<file path="config.mk">
export PLATFORM = sky130hd
export DESIGN_NAME = ball_serve_ctrl_flat
export DESIGN_NICKNAME = d
export VERILOG_FILES = /design/src/rtl/pong_pkg.sv /design/src/rtl/ball_serve_if.sv /design/src/rtl/serve_timer.sv /design/src/rtl/ball_serve_ctrl.sv /design/src/flat_wrapper.sv
export SDC_FILE = /design/constraint.sdc
export NUM_CORES = 1
export LEC_CHECK = 0
export CAP_MARGIN = 40
export CORE_UTILIZATION = 50
export CTS_CLUSTER_DIAMETER = 200
export DETAILED_ROUTE_END_ITERATION = 12
export PLACE_DENSITY_LB_ADDON = 0.15
export RECOVER_POWER = 50
export SLEW_MARGIN = 20
export SYNTH_ARGS = -nofsm -noshare
export SYNTH_HDL_FRONTEND = slang
export SYNTH_SLANG_ARGS = --single-unit
</file>
<file path="constraint.sdc">
create_clock -name i_Clk -period 3.2 [get_ports i_Clk]
set_clock_uncertainty 0.2 [all_clocks]
set_input_delay 0.48 -clock i_Clk [delete_from_list [all_inputs] [get_ports i_Clk]]
set_output_delay 0.48 -clock i_Clk [all_outputs]
set_load 0.005 [all_outputs]
</file>
<file path="src/rtl/pong_pkg.sv">
// Shared definitions for the pong game blocks: field geometry, LFSR width
// and the serve controller state encoding.
package pong_pkg;

    localparam int unsigned RAND_WIDTH  = 9;
    localparam int unsigned GAME_HEIGHT = 30;
    localparam int unsigned MARGIN      = 2;

    typedef enum logic [1:0] {
        IDLE   = 2'd0,
        REDUCE = 2'd1,
        COUNT  = 2'd2,
        LAUNCH = 2'd3
    } serve_state_e;

endpackage

</file>
<file path="src/rtl/ball_serve_if.sv">
// Serve controller bus: LFSR/game inputs towards the controller and the launch
// parameters coming back to the ball motion logic.
interface ball_serve_if #(
    parameter int unsigned Y_WIDTH = 6
);
    logic [pong_pkg::RAND_WIDTH-1:0] i_Rand;
    logic                            i_Serve_Req;
    logic                            i_Scorer;
    logic                            i_Game_Active;
    logic [Y_WIDTH-1:0]              o_Ball_Y;
    logic                            o_Dir_X;
    logic                            o_Dir_Y;
    logic                            o_Serve_Valid;
    logic                            o_Busy;
    logic                            o_Rand_Stuck;

    modport master (
        output i_Rand, i_Serve_Req, i_Scorer, i_Game_Active,
        input  o_Ball_Y, o_Dir_X, o_Dir_Y, o_Serve_Valid, o_Busy, o_Rand_Stuck
    );

    modport slave (
        input  i_Rand, i_Serve_Req, i_Scorer, i_Game_Active,
        output o_Ball_Y, o_Dir_X, o_Dir_Y, o_Serve_Valid, o_Busy, o_Rand_Stuck
    );
endinterface

</file>
<file path="src/rtl/serve_timer.sv">
// Loadable down-counter with a registered zero flag; times the serve delay.
module serve_timer #(
    parameter int unsigned WIDTH = 32
) (
    input  logic             clk_i,
    input  logic             rst_ni,
    input  logic             load_i,
    input  logic [WIDTH-1:0] load_val_i,
    input  logic             dec_i,
    output logic             zero_o
);
    logic [WIDTH-1:0] cnt_q;
    logic             zero_q;

    // Load has priority over decrement; zero tracks the value being written.
    always_ff @(posedge clk_i) begin
        if (!rst_ni) begin
            cnt_q  <= '0;
            zero_q <= 1'b1;
        end else if (load_i) begin
            cnt_q  <= load_val_i;
            zero_q <= (load_val_i == '0);
        end else if (dec_i) begin
            cnt_q  <= cnt_q - WIDTH'(1);
            zero_q <= (cnt_q == WIDTH'(1));
        end
    end

    assign zero_o = zero_q;
endmodule

</file>
<file path="src/rtl/ball_serve_ctrl.sv">
// Turns an LFSR sample into a ball serve (row, directions) after a fixed delay.
// Optional repeated-sample detection is enabled by defining SERVE_STUCK_CHECK_EN.
module ball_serve_ctrl #(
    parameter int unsigned GAME_HEIGHT = pong_pkg::GAME_HEIGHT,
    parameter int unsigned MARGIN      = pong_pkg::MARGIN,
    parameter int unsigned SERVE_DELAY = 25000000,
    parameter int unsigned Y_WIDTH     = 6
) (
    input  logic         i_Clk,
    input  logic         i_Rst_n,
    ball_serve_if.slave  bus
);
    import pong_pkg::*;

    localparam int unsigned ROW_SPAN = GAME_HEIGHT - 2 * MARGIN;
    localparam int unsigned R_WIDTH  = 6;

    serve_state_e       state_q;
    logic [R_WIDTH-1:0] r_q;
    logic [R_WIDTH-1:0] r_load;
    logic [Y_WIDTH-1:0] ball_y_q;
    logic               dir_x_q;
    logic               dir_y_q;
    logic               busy_q;
    logic               rand_stuck;
    logic               accept_c;
    logic               span_hit_c;
    logic               load_c;
    logic               dec_c;
    logic               timer_zero;
    logic               unused_rand;

    assign accept_c   = (state_q == IDLE) && bus.i_Serve_Req && bus.i_Game_Active;
    assign span_hit_c = (32'(r_q) >= ROW_SPAN);
    assign load_c     = (state_q == REDUCE) && bus.i_Game_Active && !span_hit_c;
    assign dec_c      = (state_q == COUNT) && bus.i_Game_Active && !timer_zero;
    assign unused_rand = ^bus.i_Rand[7:6];

`ifdef SERVE_STUCK_CHECK_EN
    logic [RAND_WIDTH-1:0] last_q;
    logic                  stuck_q;
    logic                  repeat_c;

    assign repeat_c = (bus.i_Rand == last_q);
    assign r_load   = repeat_c ? ~bus.i_Rand[R_WIDTH-1:0] : bus.i_Rand[R_WIDTH-1:0];

    // A repeated sample is inverted so the serve row still moves.
    always_ff @(posedge i_Clk) begin
        if (!i_Rst_n) begin
            last_q  <= '0;
            stuck_q <= 1'b0;
        end else if (accept_c) begin
            last_q  <= bus.i_Rand;
            stuck_q <= repeat_c;
        end
    end

    assign rand_stuck = stuck_q;
`else
    assign r_load     = bus.i_Rand[R_WIDTH-1:0];
    assign rand_stuck = 1'b0;
`endif

    serve_timer #(.WIDTH(32)) u_timer (
        .clk_i      (i_Clk),
        .rst_ni     (i_Rst_n),
        .load_i     (load_c),
        .load_val_i (32'(SERVE_DELAY - 1)),
        .dec_i      (dec_c),
        .zero_o     (timer_zero)
    );

    // Serve sequencer; game inactive aborts REDUCE/COUNT but never LAUNCH.
    always_ff @(posedge i_Clk) begin
        if (!i_Rst_n) begin
            state_q  <= IDLE;
            r_q      <= '0;
            ball_y_q <= '0;
            dir_x_q  <= 1'b0;
            dir_y_q  <= 1'b0;
            busy_q   <= 1'b0;
        end else begin
            case (state_q)
                IDLE: begin
                    if (accept_c) begin
                        r_q     <= r_load;
                        dir_y_q <= bus.i_Rand[RAND_WIDTH-1];
                        dir_x_q <= ~bus.i_Scorer;
                        busy_q  <= 1'b1;
                        state_q <= REDUCE;
                    end
                end
                REDUCE: begin
                    if (!bus.i_Game_Active) begin
                        busy_q  <= 1'b0;
                        state_q <= IDLE;
                    end else if (span_hit_c) begin
                        r_q <= r_q - R_WIDTH'(ROW_SPAN);
                    end else begin
                        ball_y_q <= Y_WIDTH'(MARGIN) + Y_WIDTH'(r_q);
                        state_q  <= COUNT;
                    end
                end
                COUNT: begin
                    if (!bus.i_Game_Active) begin
                        busy_q  <= 1'b0;
                        state_q <= IDLE;
                    end else if (timer_zero) begin
                        state_q <= LAUNCH;
                    end
                end
                LAUNCH: begin
                    busy_q  <= 1'b0;
                    state_q <= IDLE;
                end
                default: state_q <= IDLE;
            endcase
        end
    end

    assign bus.o_Ball_Y      = ball_y_q;
    assign bus.o_Dir_X       = dir_x_q;
    assign bus.o_Dir_Y       = dir_y_q;
    assign bus.o_Busy        = busy_q;
    assign bus.o_Rand_Stuck  = rand_stuck;
    assign bus.o_Serve_Valid = (state_q == LAUNCH);
endmodule

</file>
<file path="src/flat_wrapper.sv">
// flat-port wrapper written by rule: the top's interface ports become plain ports
module ball_serve_ctrl_flat import pong_pkg::*;
#(
    parameter int unsigned GAME_HEIGHT = pong_pkg::GAME_HEIGHT,
    parameter int unsigned MARGIN      = pong_pkg::MARGIN,
    parameter int unsigned SERVE_DELAY = 25000000,
    parameter int unsigned Y_WIDTH     = 6
)
  (i_Clk, i_Rst_n, bus_i_Rand, bus_i_Serve_Req, bus_i_Scorer, bus_i_Game_Active, bus_o_Ball_Y, bus_o_Dir_X, bus_o_Dir_Y, bus_o_Serve_Valid, bus_o_Busy, bus_o_Rand_Stuck);
  ball_serve_if #(.Y_WIDTH(Y_WIDTH)) bus_i ();
  input  logic i_Clk;
  input  logic i_Rst_n;
  input wire logic [$bits(bus_i.i_Rand)-1:0] bus_i_Rand;
  input wire logic [$bits(bus_i.i_Serve_Req)-1:0] bus_i_Serve_Req;
  input wire logic [$bits(bus_i.i_Scorer)-1:0] bus_i_Scorer;
  input wire logic [$bits(bus_i.i_Game_Active)-1:0] bus_i_Game_Active;
  output wire logic [$bits(bus_i.o_Ball_Y)-1:0] bus_o_Ball_Y;
  output wire logic [$bits(bus_i.o_Dir_X)-1:0] bus_o_Dir_X;
  output wire logic [$bits(bus_i.o_Dir_Y)-1:0] bus_o_Dir_Y;
  output wire logic [$bits(bus_i.o_Serve_Valid)-1:0] bus_o_Serve_Valid;
  output wire logic [$bits(bus_i.o_Busy)-1:0] bus_o_Busy;
  output wire logic [$bits(bus_i.o_Rand_Stuck)-1:0] bus_o_Rand_Stuck;
  assign bus_i.i_Rand = bus_i_Rand;
  assign bus_i.i_Serve_Req = bus_i_Serve_Req;
  assign bus_i.i_Scorer = bus_i_Scorer;
  assign bus_i.i_Game_Active = bus_i_Game_Active;
  assign bus_o_Ball_Y = bus_i.o_Ball_Y;
  assign bus_o_Dir_X = bus_i.o_Dir_X;
  assign bus_o_Dir_Y = bus_i.o_Dir_Y;
  assign bus_o_Serve_Valid = bus_i.o_Serve_Valid;
  assign bus_o_Busy = bus_i.o_Busy;
  assign bus_o_Rand_Stuck = bus_i.o_Rand_Stuck;
  ball_serve_ctrl #(.GAME_HEIGHT(GAME_HEIGHT), .MARGIN(MARGIN), .SERVE_DELAY(SERVE_DELAY), .Y_WIDTH(Y_WIDTH)) u_core (.i_Clk(i_Clk), .i_Rst_n(i_Rst_n), .bus(bus_i));
endmodule
</file>
==> results.txt <==
Crit-path leading delay family: buffers and inverters
Initial Util: 53.1%
Main synth FF type: dfxtp_1
DRT Wirelength: 5870 um
Setup violators final: 0
Xor/xnor share of the synthesized area: 4.12%
Setup TNS: 0 ns
Worst vdd ir: 0.303 mV
Synthesized instance count: 317
Mapped cell area: 0.00276 mm2
Commonest non-fill, non-tap cells in the layout: dfxtp_1, nor2_1, nand2_1, a21oi_1, nand2b_1
Synth top area share: 36.2%
Crit path launch: bus_i_Game_Active
CTS Root Cell: clkbuf_8
Htree depth: 2
Slowest library cell on the worst path: dlygate4sd3_1
Crit path DAT: 2.70 ns
Crit Path Class: in -> reg
CP max FO: 11
CP Capture Type: register
Period minus WS final: 2.69 ns
Worst-path clk slew: 0.08 ns
I/O Pins: 25
Core area: 0.00520 mm2
R2r startpoint: u_core.state_q[1]
Final Net Count: 359
Synth warn: 0
Synth Area in Simple Gates: 28.4%
Ranking of synthesized cells by area: dfxtp_1, ha_1, nor2_1
Die area: 0.00582 mm2
GPL Wtd Cong: 0.805
Routed length per instance: 14.5 um
WHS: 0.247 ns
PnR worst setup slack: 0.513 ns
Hold bufs inserted after CTS: 0
Startpoint types: primary input
Residual DRC: 0
Clock sink count: 50
Worst Hold Launch: u_core.bus.o_Ball_Y[5]
Setup bufs post-CTS: 0
Yosys reg bits: 50
Commonest non-fill, non-tap cell in the layout: dfxtp_1
Clk_lat worst skew: 0.30 ns
Grt ovf: 0
Vias in the first global route: 2192
Leak: 1.17 nW
Synth Area in Compound Gates: 19.8%
Post-synth EDFFs: 0
Rel. slew slack: 8.83%
Vias per cell: 5.83
Die Ht: 76.3 um
Drt first pass iters: 4
Cell Rows: 26
Clock Path Buffers: 2
Total GRT Usage: 21.5%
CP peak stage delay: 0.68 ns
Mean Syn Cell Area: 8.71 um2
Final worst-path cycle share: 84.0%
Post-synth top area cell: dfxtp_1
Number of routed nets with antenna violations: 0
Hold Path Class: reg -> reg
Async S/R FF share, synth: 0%
Die width: 76.3 um
Main combinational cell family by area after synthesis: simple AND/OR/NAND/NOR gates
CTS Buf Count: 5
CTS tree: done
Input/output buffers: 21
Setup WS pre-CTS: 0.560 ns
Fraction of layout cells with a size suffix above 1: 6.85%
# resized after CTS: 0
Ant diodes: 0
Synth Area in Adders: 4.08%
DRT iter0 DRCs: 96
Syn_nets: 340
Hold Fails Final Rpt: 0
Detailed Place HPWL: 4020 um
Vias: 2366
First-pass GRT wire length: 10100 um
Sequence of cells on the critical path: dlygate4sd3_1, and3b_1, clkbuf_1, nand3_1, or4_1, a31oi_1
Post-synthesis sequential area ratio: 36.2%
Initial antenna violation count: 0
Fmax: 372 MHz
Worst Path Required: 3.21 ns
MaxCap Viol Count: 0
Proportion of synthesized area in mux cells: 2.54%
Status: finished, final reports clean
RSZ-0062 raised after global routing: no
Fill count: 465
Buf/Inv on CP: 2
Netlist cell types: 59
Final core utilization: 59.7%
Largest net degree at the start of global routing: 30
Tightest Pin Transition: 1.37 ns
PwrDens: 458 mW/mm2
Area Growth Syn to Fin: 12.5%
Max Slew Vio Count: 0
[stage by stage]
step / instance area (um2) / power (mW) / instances
after floorplan: 2760 / 0.984 / 317
after global routing: 3110 / 1.51 / 406
after CTS: 3120 / 1.43 / 406
final: 3110 / 1.42 / 406
after global placement: 3040 / 1.08 / 399
after detailed placement: 3040 / 1.09 / 399
[synth_stat cells (2+ instances only)]
| cell | count |
|---|---|
| buf_2 | 5 |
| nor3_1 | 10 |
| nand4_1 | 7 |
| clkbuf_1 | 9 |
| nor4_4 | 2 |
| inv_1 | 12 |
| and4_2 | 2 |
| nor3b_1 | 2 |
| nor2_1 | 27 |
| o41ai_1 | 5 |
| nand3_1 | 9 |
| o31a_1 | 2 |
| ha_1 | 9 |
| a21oi_1 | 20 |
| a311o_1 | 3 |
| a31oi_1 | 3 |
| and4_1 | 4 |
| a21boi_0 | 2 |
| mux2i_1 | 7 |
| a21o_1 | 2 |
| and3_1 | 2 |
| a211oi_1 | 10 |
| or3_1 | 3 |
| xor2_1 | 6 |
| dfxtp_1 | 50 |
| o31ai_1 | 3 |
| o21ai_0 | 7 |
| xnor2_1 | 7 |
| buf_4 | 3 |
| nand2b_1 | 16 |
| or4_1 | 4 |
| a311oi_1 | 2 |
| o311ai_0 | 5 |
| nor4_1 | 11 |
| nand2_1 | 22 |
[cell type report]
type	instances	area (um2)	share of cell area, %
flip-flops and latches	50	1000	32.2
well taps	70	87.6	2.82
clock buffers	7	76.3	2.46
multi-input cells	237	1630	52.5
repair buffers	30	267	8.58
inverters	12	45.0	1.45
[where the power goes]
part	internal [mW]	switching, mW	leakage [nW]	total (mW)
sequential	0.662	0.0470	0.407	0.709
combinational	0.155	0.214	0.721	0.369
clock	0.151	0.195	0.0383	0.346
total	0.967	0.456	1.17	1.42
[metal layers]
layer	GRT usage, %	vias to the layer above	routed length (um)
li1	-	1220	-
met1	27.2	1106	2880
met2	36.1	33	2750
met3	4.19	7	158
met4	7.88	0	83
met5	0	-	0
[path summary, 6_finish.rpt]
check	to	slack, ns	cells after the start
setup / recovery	u_core.u_timer.cnt_q[11]	0.51	6
hold / removal	u_core.bus.o_Ball_Y[5]	0.25	2
setup reg to reg	u_core.bus.o_Ball_Y[5]	0.68	7
hold reg to reg	u_core.bus.o_Ball_Y[5]	0.25	2
[worst min-delay path: cells and delay by family, from the launching register on]
kind / cells / cell delay (ns)
flops: 1 / 0.31
simple gates: 1 / 0.05
compound gates: 1 / 0.05
[registers in the layout, summed over array words and instances (netlist names)]
name                   flops
u_core.bus.o_Dir_X         1
u_core.bus.o_Ball_Y        6
u_core.state_q             2
u_core.bus.o_Dir_Y         1
u_core.r_q                 6
u_core.bus.o_Busy          1
u_core.u_timer.zero_o      1
u_core.u_timer.cnt_q      32
[cell families (layout without fill, tap and decap cells)]
kind of cell	Yosys count	count (layout)
compound gates	74	74
buf+inv	30	49
mux	7	7
fa+ha+maj	9	9
other cells	1	1
flops	50	50
xor+xnor	13	13
simple gates	133	133
No activity file was read; power rests on OpenSTA's default activity.
